## src/rtl/dual_issue_perf_monitor_pkg.sv

```systemverilog
// Shared definitions for the dual-issue performance monitor: read-port
// addresses, the RISC-V control-flow opcodes it counts, and the NOP encoding.
package perf_pkg;

    localparam int NUM_CNT = 6;

    typedef enum logic [2:0] {
        A_CYC     = 3'd0,
        A_INSTR   = 3'd1,
        A_BR      = 3'd2,
        A_BRMISS  = 3'd3,
        A_JMP     = 3'd4,
        A_JMPMISS = 3'd5,
        A_STATUS  = 3'd6,
        A_RSVD    = 3'd7
    } cnt_addr_e;

    localparam logic [6:0]  OP_BRANCH = 7'b1100011;
    localparam logic [6:0]  OP_JAL    = 7'b1101111;
    localparam logic [6:0]  OP_JALR   = 7'b1100111;
    localparam logic [31:0] NOP_ENC   = 32'h00000013;

    function automatic logic [1:0] count2(input logic a, input logic b);
        return {1'b0, a} + {1'b0, b};
    endfunction

endpackage

```

## src/rtl/dual_issue_perf_monitor_sat_counter.sv

```systemverilog
// Saturating event counter taking 0..2 events per cycle; ovf flags that the
// requested increment did not fit and the count was pinned at all-ones.
module perf_sat_counter #(
    parameter int CNT_W = 32
) (
    input  logic             clk,
    input  logic             reset,
    input  logic             clear,
    input  logic [1:0]       inc,
    output logic [CNT_W-1:0] q,
    output logic             ovf
);

    logic [CNT_W:0] sum;

    assign sum = {1'b0, q} + {{(CNT_W-1){1'b0}}, inc};
    assign ovf = sum[CNT_W];

    always_ff @(posedge clk) begin
        if (!reset || clear)
            q <= '0;
        else
            q <= ovf ? '1 : sum[CNT_W-1:0];
    end

endmodule

```

## src/rtl/dual_issue_perf_monitor.sv

```systemverilog
// Passive performance monitor for the dual-issue pipeline: per-slot event
// counting, program-completion / timeout detection and a 1-cycle read port.
module dual_issue_perf_monitor
    import perf_pkg::*;
#(
    parameter int          CNT_W      = 32,
    parameter logic [31:0] NOP        = NOP_ENC,
    parameter int          MAX_CYCLES = 500
) (
    input  logic             clk,
    input  logic             reset,
    input  logic             en_i,
    input  logic             clear_i,
    input  logic [31:0]      instrD_i,
    input  logic [31:0]      instrD2_i,
    input  logic [6:0]       opE_i,
    input  logic [6:0]       opE2_i,
    input  logic             mispredictE_i,
    input  logic             mispredictE2_i,
    input  logic             predTakenF_i,
    input  logic             predTakenF2_i,
    input  logic [31:0]      pcF_i,
    input  logic [31:0]      pcF2_i,
    input  logic [31:0]      instrF_i,
    input  logic [31:0]      instrF2_i,
    input  logic             rd_req_i,
    input  logic [2:0]       rd_addr_i,
    output logic             rd_ack_o,
    output logic [CNT_W-1:0] rd_data_o,
    output logic             halted_o,
    output logic             timeout_o
);

    localparam logic [63:0] MAX_L = 64'(MAX_CYCLES);

    logic                            halted_q, timeout_q, sat_any_q;
    logic [31:0]                     prev_pc1, prev_pc2;
    logic                            halt_det, count_en, to_hit;
    logic                            vld1, vld2, br1, br2, jmp1, jmp2;
    logic [NUM_CNT-1:0][1:0]         inc;
    logic [NUM_CNT-1:0][CNT_W-1:0]   cnt;
    logic [NUM_CNT-1:0]              ovf;
    logic [63:0]                     cyc_nxt;
    logic [CNT_W-1:0]                rd_mux;

    // Both fetch slots parked on a NOP at the PC they held last cycle.
    assign halt_det = en_i && (pcF_i == prev_pc1) && (instrF_i == NOP)
                           && (pcF2_i == prev_pc2) && (instrF2_i == NOP);
    assign count_en = en_i && !halted_q && !timeout_q && !halt_det;

    assign vld1 = (instrD_i  != '0) && (instrD_i  != NOP);
    assign vld2 = (instrD2_i != '0) && (instrD2_i != NOP);
    assign br1  = (opE_i  == OP_BRANCH);
    assign br2  = (opE2_i == OP_BRANCH);
    assign jmp1 = (opE_i  == OP_JAL) || (opE_i  == OP_JALR);
    assign jmp2 = (opE2_i == OP_JAL) || (opE2_i == OP_JALR);

    always_comb begin
        inc = '0;
        if (count_en) begin
            inc[A_CYC]     = 2'd1;
            inc[A_INSTR]   = count2(vld1, vld2);
            inc[A_BR]      = count2(br1, br2);
            inc[A_BRMISS]  = count2(br1 && mispredictE_i, br2 && mispredictE2_i);
            inc[A_JMP]     = count2(jmp1, jmp2);
            inc[A_JMPMISS] = count2(jmp1 && !predTakenF_i, jmp2 && !predTakenF2_i);
        end
    end

    for (genvar i = 0; i < NUM_CNT; i++) begin : g_cnt
        perf_sat_counter #(.CNT_W(CNT_W)) u_cnt (
            .clk   (clk),
            .reset (reset),
            .clear (clear_i),
            .inc   (inc[i]),
            .q     (cnt[i]),
            .ovf   (ovf[i])
        );
    end

    // Timeout fires on the edge that brings CYC to MAX_CYCLES, so CYC parks there.
    assign cyc_nxt = 64'(cnt[A_CYC]) + (ovf[A_CYC] ? 64'd0 : 64'd1);
    assign to_hit  = count_en && (cyc_nxt >= MAX_L);

    always_ff @(posedge clk) begin
        if (!reset || clear_i) begin
            halted_q  <= 1'b0;
            timeout_q <= 1'b0;
            sat_any_q <= 1'b0;
            prev_pc1  <= '0;
            prev_pc2  <= '0;
        end else begin
            if (halt_det)  halted_q  <= 1'b1;
            if (to_hit)    timeout_q <= 1'b1;
            if (|ovf)      sat_any_q <= 1'b1;
            if (en_i) begin
                prev_pc1 <= pcF_i;
                prev_pc2 <= pcF2_i;
            end
        end
    end

    always_comb begin
        rd_mux = '0;
        case (cnt_addr_e'(rd_addr_i))
            A_CYC:     rd_mux = cnt[A_CYC];
            A_INSTR:   rd_mux = cnt[A_INSTR];
            A_BR:      rd_mux = cnt[A_BR];
            A_BRMISS:  rd_mux = cnt[A_BRMISS];
            A_JMP:     rd_mux = cnt[A_JMP];
            A_JMPMISS: rd_mux = cnt[A_JMPMISS];
            A_STATUS:  rd_mux = {{(CNT_W-3){1'b0}}, sat_any_q, timeout_q, halted_q};
            default:   rd_mux = '0;
        endcase
    end

    // Read port ignores clear_i: a read in the clear cycle returns pre-clear data.
    always_ff @(posedge clk) begin
        if (!reset) begin
            rd_ack_o  <= 1'b0;
            rd_data_o <= '0;
        end else begin
            rd_ack_o <= rd_req_i;
            if (rd_req_i)
                rd_data_o <= rd_mux;
        end
    end

    assign halted_o  = halted_q;
    assign timeout_o = timeout_q;

endmodule

```

## config.mk

```make
export PLATFORM = sky130hd
export DESIGN_NAME = dual_issue_perf_monitor
export DESIGN_NICKNAME = d
export VERILOG_FILES = /design/src/rtl/dual_issue_perf_monitor_pkg.sv /design/src/rtl/dual_issue_perf_monitor_sat_counter.sv /design/src/rtl/dual_issue_perf_monitor.sv
export SDC_FILE = /design/constraint.sdc
export NUM_CORES = 1
export LEC_CHECK = 0
export ABC_CLOCK_PERIOD_IN_PS = 8900
export BUFFER_PORTS_ARGS = -buffer_cell sky130_fd_sc_hd__buf_2
export CORE_ASPECT_RATIO = 0.5
export CORE_MARGIN = 1
export CORE_UTILIZATION = 50
export DETAILED_ROUTE_END_ITERATION = 10
export GPL_TIMING_DRIVEN = 0
export PLACE_DENSITY = 0.74
export SYNTH_ARGS = -nofsm -noshare
export SYNTH_HDL_FRONTEND = slang
export SYNTH_SLANG_ARGS = --single-unit
```

## constraint.sdc

```tcl
create_clock -name clk -period 8.9 [get_ports clk]
set_clock_uncertainty 0.1 [all_clocks]
set_input_delay 0 -clock clk [delete_from_list [all_inputs] [get_ports clk]]
set_output_delay 0 -clock clk [all_outputs]
set_load 0.05 [all_outputs]
```

==> results of run 1 <==
power groups by stage:
| stage | clock network, uW | registers (uW) | logic (uW) |
|---|---|---|---|
| CTS | 1270 | 1320 | 210 |
| global route | 1320 | 1330 | 228 |
| global placement | 0 | 1350 | 182 |
| detailed placement | 0 | 1350 | 185 |
| finish | 1260 | 1320 | 214 |
| floorplan | 0 | 1350 | 89.0 |
worst max-delay path: stages, from the launching register on:
cell and delay (ns):
dfxtp_1 0.32, xnor2_1 0.16, nand4b_1 0.10, dlygate4sd3_1 0.56, nor4_1 0.05, nand4_1 0.09, nor4_2 0.07, nor3_1 0.41
buf_2 0.37, ha_1 0.23, ha_1 0.18, nand3_1 0.17, or3_1 0.42, nor4b_2 0.46, and2_2 0.28, nand2_1 0.09
buf_2 0.21, ha_1 0.26, ha_1 0.19, buf_2 0.16, and3_1 0.22, and4bb_1 0.25, or2_1 0.21, a211o_1 0.28
or4_1 0.51, o221a_1 0.24
layout make-up:
| type | instances | area, sq um |
|---|---|---|
| clock inverter | 12 | 141.4 |
| multi-input combinational | 1348 | 8986 |
| sequential | 292 | 5846 |
| fill | 2676 | 11470 |
| timing repair buffer | 323 | 1977 |
| buffer | 109 | 471.7 |
| inverter | 55 | 206.4 |
| clock buffer | 38 | 809.5 |
| tap | 399 | 499.2 |
per-stage QoR:
step	utilization [%]	instances	area (sq um)	setup slack [ns]
4_1_cts	62.28	2576	18940	2.206
3_3_place_gp	56.79	2454	17270	2.700
5_1_grt	62.28	2576	18940	1.744
6_report	62.28	2576	18940	2.219
3_5_place_dp	56.79	2454	17270	2.654
2_1_floorplan	-	1804	15510	3.593
kinds of logic (layout without fill, tap and decap cells):
group                    after synthesis  after routing  share of synthesized area (%)
buffers and inverters                164            537                          4.372
flip-flops                           292            292                          37.69
AND/OR/NAND/NOR                      645            645                          23.02
multiplexers                          83             83                          5.518
XOR/XNOR                             186            186                          10.50
AO/OA/AOI/OAI                        410            410                          16.72
adder cells (fa/ha/maj)               24             24                          2.178
worst max path at each step:
stage | start | to | slack (ns) | cells past startpoint
2_1_floorplan | prev_pc1[19]$_SDFFE_PP0P_ | timeout_o$_SDFFE_PP0P_ | 3.59 | 24
3_3_place_gp | prev_pc1[18]$_SDFFE_PP0P_ | timeout_o$_SDFFE_PP0P_ | 2.70 | 24
3_5_place_dp | prev_pc1[19]$_SDFFE_PP0P_ | timeout_o$_SDFFE_PP0P_ | 2.65 | 24
4_1_cts | prev_pc1[29]$_SDFFE_PP0P_ | timeout_o$_SDFFE_PP0P_ | 2.21 | 25
5_1_grt | prev_pc1[29]$_SDFFE_PP0P_ | timeout_o$_SDFFE_PP0P_ | 1.74 | 25
6_report | prev_pc1[29]$_SDFFE_PP0P_ | timeout_o$_SDFFE_PP0P_ | 2.22 | 25
repair_timing:
action	in CTS	in global routing
hold buffers	72	0
endpoints found under the hold margin	73	0
buffers inserted	0	0
cell usage in the layout, fill, tap and decap left out, types with 6 or more instances in the layout:
| master | count |
|---|---|
| mux2i_1 | 81 |
| or4_1 | 6 |
| or3_1 | 8 |
| a31oi_1 | 46 |
| clkinv_2 | 7 |
| dlygate4sd3_1 | 72 |
| o22ai_1 | 12 |
| xnor2_1 | 80 |
| a22oi_1 | 89 |
| nor2_1 | 146 |
| and4_1 | 17 |
| nor3b_1 | 8 |
| nand3b_1 | 6 |
| nand2b_1 | 8 |
| xor2_1 | 106 |
| buf_2 | 272 |
| o21a_1 | 31 |
| o21ai_0 | 16 |
| nor4_1 | 43 |
| nand3_1 | 78 |
| nor2b_1 | 43 |
| clkbuf_8 | 6 |
| dfxtp_1 | 292 |
| and3_1 | 39 |
| inv_1 | 55 |
| a211oi_1 | 6 |
| nor3_1 | 38 |
| clkbuf_1 | 71 |
| buf_1 | 15 |
| a21oi_1 | 169 |
| clkbuf_16 | 29 |
| nand4_1 | 49 |
| nand2_1 | 91 |
| and2_1 | 22 |
| ha_1 | 19 |
sequential cells by signal (all words and copies together), names as in the netlist:
signal and flops:
rd_data_o 32, g_cnt.u_cnt.q 192, halted_o 1, prev_pc1 32, prev_pc2 32, sat_any_q 1
rd_ack_o 1, timeout_o 1
routing by layer:
metal / GRT usage (%) / part of all wire (%)
met3: 6.218 / 8.7
met2: 49.34 / 45
met1: 40.46 / 43
met4: 9.900 / 3.0
met5: 0 / 0
==> summary.txt, run 1 <==
Switching power = 663.7 uW
Sw Share = 23.72%
Worst VDD drop = 0.1521 mV
Mapped Nets = 2,046
Row count = 45
Async S/R FF share, synth = 0%
Ys Warns = 0
Area share of the largest cell type after synthesis = 37.69%
Cell Pwr Density = 147.8 nW/um^2
Worst Max-Slew Pin Slew = 0.9707 ns
Post-DRT Antenna Nets = 0
Synth cell count leaders = dfxtp_1 (292), a21oi_1 (169), nor2_1 (146), xor2_1 (106), nand2_1 (91)
Count of flip-flops with a built-in enable after synthesis = 0
End of the worst hold path = g_cnt[5].u_cnt.q[1]$_SDFF_PP0_
Cell taking the most area after synthesis = dfxtp_1
Final setup vio count = 0
F_max = 149.7 MHz
Total routed wirelength = 49,630 um
Combinational share of power = 7.6%
Worst r2r src = prev_pc1[29]$_SDFFE_PP0P_
Vias in the first global route = 13,989
Htree depth = 1
Initial Util = 51.01%
Ys flop type = dfxtp_1
Rel. slew slack = 35.29%
CP Launch Type = flop
Total gr overflow = 0
CTS Buffer Depth = 3
GR Util All Layers = 30.35%
Reg2reg end = timeout_o$_SDFFE_PP0P_
HP Class = input port to flop
RSZ-0062 raised after global routing = false
Worst-Skew Late Latency = 0.57 ns
Max Cap Viol = 0
Crit Path Category = flop to flop
Fin crit period = 6.681 ns
Period utilization = 75.06%
Reg2reg path depth = 25
# diodes = 0
Pleak = 0.007218 uW
Status = finished, final reports clean
Post-CTS Resized = 0
First-pass GRT wire length = 75,850 um
Reg power frac = 47.3%
Clock Power Share = 45.0%
Initial antenna violation count = 0
Die X = 251.1 um
Vias per cell = 5.919
Layout cell share with drive strength beyond 1 = 16.31%
CTS Buf Count = 28
Fin. max-slew vios = 0
HP Start = predTakenF2_i
Core Footprint = 30,400 sq um
Count of cell types in the netlist = 75
IO buf count = 251
Hold slack = 0.01280 ns
Post-Syn Instances = 1,804
Root buf cell = clkbuf_16
Crit path DAT = 7.04 ns
Avg WL per Cell = 19.27 um
CP Data Required Time = 9.26 ns
Die area = 31,770 sq um
CTS clk-pin slew, worst paths = 0.07 ns
Area added between synthesis and finish = 22.10%
CTS Sinks = 292
Post-route setup TNS = 0 ns
Area contributors post-synth = dfxtp_1 (38%), xor2_1 (6.0%), a21oi_1 (5.5%)
Die H = 126.5 um
CTS tree = built
Netlist Area Pre-Place = 15,510 sq um
DR DRC count = 0
Hold Path Depth = 6
CP Capture Type = flop
# IOs = 253
Crit path max fanout = 10
Power, Total = 2799 uW
Hpwl dp = 37,500 um
Seq cells post-synth = 292
Syn_area_per_cell = 8.597 sq um
GPL Wtd Cong = 0.9768
Largest net degree at the start of global routing = 15
Most numerous cell in the Yosys netlist = dfxtp_1
Int Power = 2135 uW
First-pass DRT Iterations = 6
R2r setup slk = 2.22 ns
Vias post-DR = 15,248
Initial DRC Count = 1,241
Final net count = 2,399
Final Hold Fails = 0
Register area share after synthesis = 37.69%
No activity file was read; power rests on OpenSTA's default activity.
==> run 2: changes to the inputs <==
- ABC_AREA: unset -> 1
- ABC_CLOCK_PERIOD_IN_PS: 8900 -> 5900
- PLACE_DENSITY: 0.74 -> 0.76
- clock period: 8.9 -> 5.9 ns (I/O delays scaled with it)
==> run 2 against run 1 <==
Effect of this change:
- first-iteration DRC count is 110% higher
- clock-buffer cell count increased by 2
- critical endpoint unchanged
- largest cell class unchanged
- clock power up 63%
- sequential power up 52%
- via count increased by 30%
- critical path depth up 10
==> summary.txt, run 2 <==
GR Util All Layers = 36.85% (+6.5 points)
CTS clk-pin slew, worst paths = 0.07 ns (about the same)
Final setup vio count = 0 (unchanged)
CP Data Required Time = 6.22 ns (-3.04 ns)
Commonest non-fill, non-tap cell in the layout = nand2_1
Status = finished, final reports clean
Die H = 134.0 um (+5.9%)
Cell taking the most area after synthesis = dfxtp_1
Fin crit period = 5.614 ns (-1.067 ns)
Die X = 266.0 um (+6.0%)
Max reg flops = 192 (unchanged)
Post-DRT Antenna Nets = 0 (unchanged)
Final setup margin = 0.2861 ns (-1.933 ns)
Layout cell share with drive strength beyond 1 = 12.40% (-3.9 points)
Synth cell count leaders = nand2_1 (590), inv_1 (446), dfxtp_1 (292), nor2_1 (281), o21ai_0 (169)
Initial Util = 51.72% (+0.71 points)
Vias per cell = 5.586 (-5.6%)
End of the worst hold path = prev_pc2[27]$_SDFFE_PP0P_
GPL Wtd Cong = 1.041 (+6.6%)
CTS Sinks = 292 (unchanged)
Max Cap Viol = 0 (unchanged)
Fin. max-slew vios = 0 (unchanged)
Hold slack = 0.01905 ns (+0.006248 ns)
Reg2reg end = timeout_o$_SDFFE_PP0P_
Total routed wirelength = 67,930 um (+37%)
Max incr delay on CP = 0.33 ns (-0.23 ns)
Worst r2r src = prev_pc2[13]$_SDFFE_PP0P_
CP Capture Type = flop
Async S/R FF share, synth = 0% (unchanged)
Fill cell count = 3,221 (+20%)
# IOs = 253 (unchanged)
Area contributors post-synth = dfxtp_1 (34%), nand2_1 (13%), inv_1 (9.6%)
First-pass GRT wire length = 100,400 um (+32%)
Total gr overflow = 0 (unchanged)
Die area = 35,650 sq um (+12%)
Vias post-DR = 19,775 (+30%)
Worst VDD drop = 0.2065 mV (+36%)
Reg2reg path depth = 35 (+40%)
Slowest cell on crit path = nor3_1
Final Hold Fails = 0 (unchanged)
RSZ-0062 raised after global routing = false
CTS Buf Count = 28 (unchanged)
Final Util = 63.01% (+0.73 points)
Worst-Skew Late Latency = 0.59 ns (+0.02 ns)
Setup slack after placement = 0.3027 ns (-2.352 ns)
Count of cell types in the netlist = 54 (-28%)
HP Start = clear_i
F_max = 178.1 MHz (+19%)
Post-Syn Instances = 2,677 (+48%)
Post-CTS setup buffers = 0 (unchanged)
Hold Path Depth = 5 (-1)
Final Instance Count excl. Fillers = 3,540 (+37%)
Ys Warns = 0 (unchanged)
Area added between synthesis and finish = 21.83%
Worst Max-Slew Pin Slew = 1.166 ns (+0.1956 ns)
CTS tree = built
IO buf count = 250 (-0.40%)
Rel. slew slack = 22.25% (-13 points)
Avg WL per Cell = 19.19 um (-0.40%)
Vias in the first global route = 17,605 (+26%)
Hpwl dp = 52,880 um (+41%)
Initial antenna violation count = 3 (+3)
Root buf cell = clkbuf_16
CTS Buffer Depth = 3 (unchanged)
Seq cells post-synth = 292 (unchanged)
Core Footprint = 33,700 sq um (+11%)
CP delay by family, top = simple AND/OR/NAND/NOR gates
R2r setup slk = 0.29 ns (-1.93 ns)
Largest net degree at the start of global routing = 16 (+1)
DR DRC count = 0 (unchanged)
Area share of the largest cell type after synthesis = 33.54% (-4.1 points)
Period utilization = 95.15% (+20 points)
Crit Path Category = flop to flop
Register area share after synthesis = 33.54% (-4.1 points)
Most Frequent Cell on Critical Path = nand2_1
Placed cells = 3,392 (+38%)
Mapped Nets = 2,919 (+43%)
Buffers and inverters on the worst path = 3 (-1)
Syn_area_per_cell = 6.510 sq um (-24%)
Initial DRC Count = 2,579 (+110%)
Most frequent cells in the layout = nand2_1 (590), inv_1 (446), dfxtp_1 (292)
Cell Pwr Density = 206.7 nW/um^2 (+40%)
Count of flip-flops with a built-in enable after synthesis = 0 (unchanged)
Pleak = 0.009169 uW (+27%)
First-pass DRT Iterations = 6 (unchanged)
Row count = 47 (+4.4%)
Crit path DAT = 5.93 ns (-1.11 ns)
Htree depth = 1 (unchanged)
CP Launch Type = flop
HP Class = input port to flop
Ys flop type = dfxtp_1
Netlist Area Pre-Place = 17,430 sq um (+12%)
Most numerous cell in the Yosys netlist = nand2_1
Final net count = 3,294 (+37%)
Post-route setup TNS = 0 ns (unchanged)
Crit path max fanout = 8 (-2)
Reg with most FFs = g_cnt.u_cnt.q
[run 2: cell types whose count changed in the layout (fill, tap and decap cells not counted), moves of 29 or more]
cell / change
nor3_1: +29
and3_1: -37
o22ai_1: +42
mux2i_1: -81
xnor2_1: -48
o21a_1: -31
a31oi_1: -33
o21ai_0: +153
inv_1: +391
nand2_1: +499
nor2_1: +135
a22oi_1: -88
nor2b_1: -43
[run 2: report_power, final]
part | internal, uW | leakage, uW | switching [uW]
Clock | 1190 | 0.000493 | 857
Sequential | 1990 | 0.00236 | 10.6
Combinational | 146 | 0.00632 | 198
[run 2: worst max-delay path by stage]
| stage | startpoint | to | slack [ns] | cells after the start |
|---|---|---|---|---|
| after floorplan | prev_pc2[9]$_SDFFE_PP0P_ | timeout_o$_SDFFE_PP0P_ | 1.80 | 34 |
| after global placement | prev_pc1[31]$_SDFFE_PP0P_ | timeout_o$_SDFFE_PP0P_ | 0.31 | 33 |
| after detailed placement | prev_pc1[31]$_SDFFE_PP0P_ | timeout_o$_SDFFE_PP0P_ | 0.30 | 33 |
| after CTS | prev_pc1[31]$_SDFFE_PP0P_ | timeout_o$_SDFFE_PP0P_ | 0.30 | 33 |
| after global routing | prev_pc2[15]$_SDFFE_PP0P_ | timeout_o$_SDFFE_PP0P_ | 0.008 | 35 |
| final | prev_pc2[13]$_SDFFE_PP0P_ | timeout_o$_SDFFE_PP0P_ | 0.29 | 35 |
[run 2: what timing repair did]
| item | CTS | global route |
|---|---|---|
| hold buffers | 95 | 0 |
| resized for setup | 0 | 1 |
| hold endpoints to repair | 90 | 0 |
| setup endpoints to repair | 0 | 1 |
[run 2: layout make-up]
class / count / area, sq um / area share, %
inverter: 454 / 1704 / 8.026
antenna: 3 / 7.507 / 0.03536
buffer: 75 / 319.1 / 1.503
tap: 465 / 581.8 / 2.740
multi-input combinational: 1856 / 9564 / 45.04
clock inverter: 10 / 181.4 / 0.8544
timing repair buffer: 345 / 2202 / 10.37
clock buffer: 40 / 827.0 / 3.895
sequential: 292 / 5846 / 27.53
[run 2: cell families after synthesis]
family | count (synthesis) | share of synthesized area (%)
AOI/OAI and AO/OA | 469 | 14.90
xor gates and xnor gates | 145 | 7.287
adders and majority gates | 24 | 1.938
buffers and inverters | 529 | 11.61
DFF | 292 | 33.54
and+or+nand+nor | 1218 | 30.72
[run 2: tightest hold or removal path, delay by kind of cell]
kind,cells,cell delay (ns)
simple gates,1,0.10
buf+inv,2,0.37
compound gates,2,0.19
[run 2: layer usage]
metal / track usage [%] / wire [um]
met3: 8.298 / 8258
met5: 0 / 0
met2: 57.72 / 29140
met4: 12.10 / 2351
met1: 50.21 / 28190
[run 2: stage by stage]
step	cell area [sq um]	power, uW
floorplan	17430	2179
finish	21230	4389
detailed placement	19260	2325
global route	21230	4488
CTS	21220	4374
global placement	19260	2320
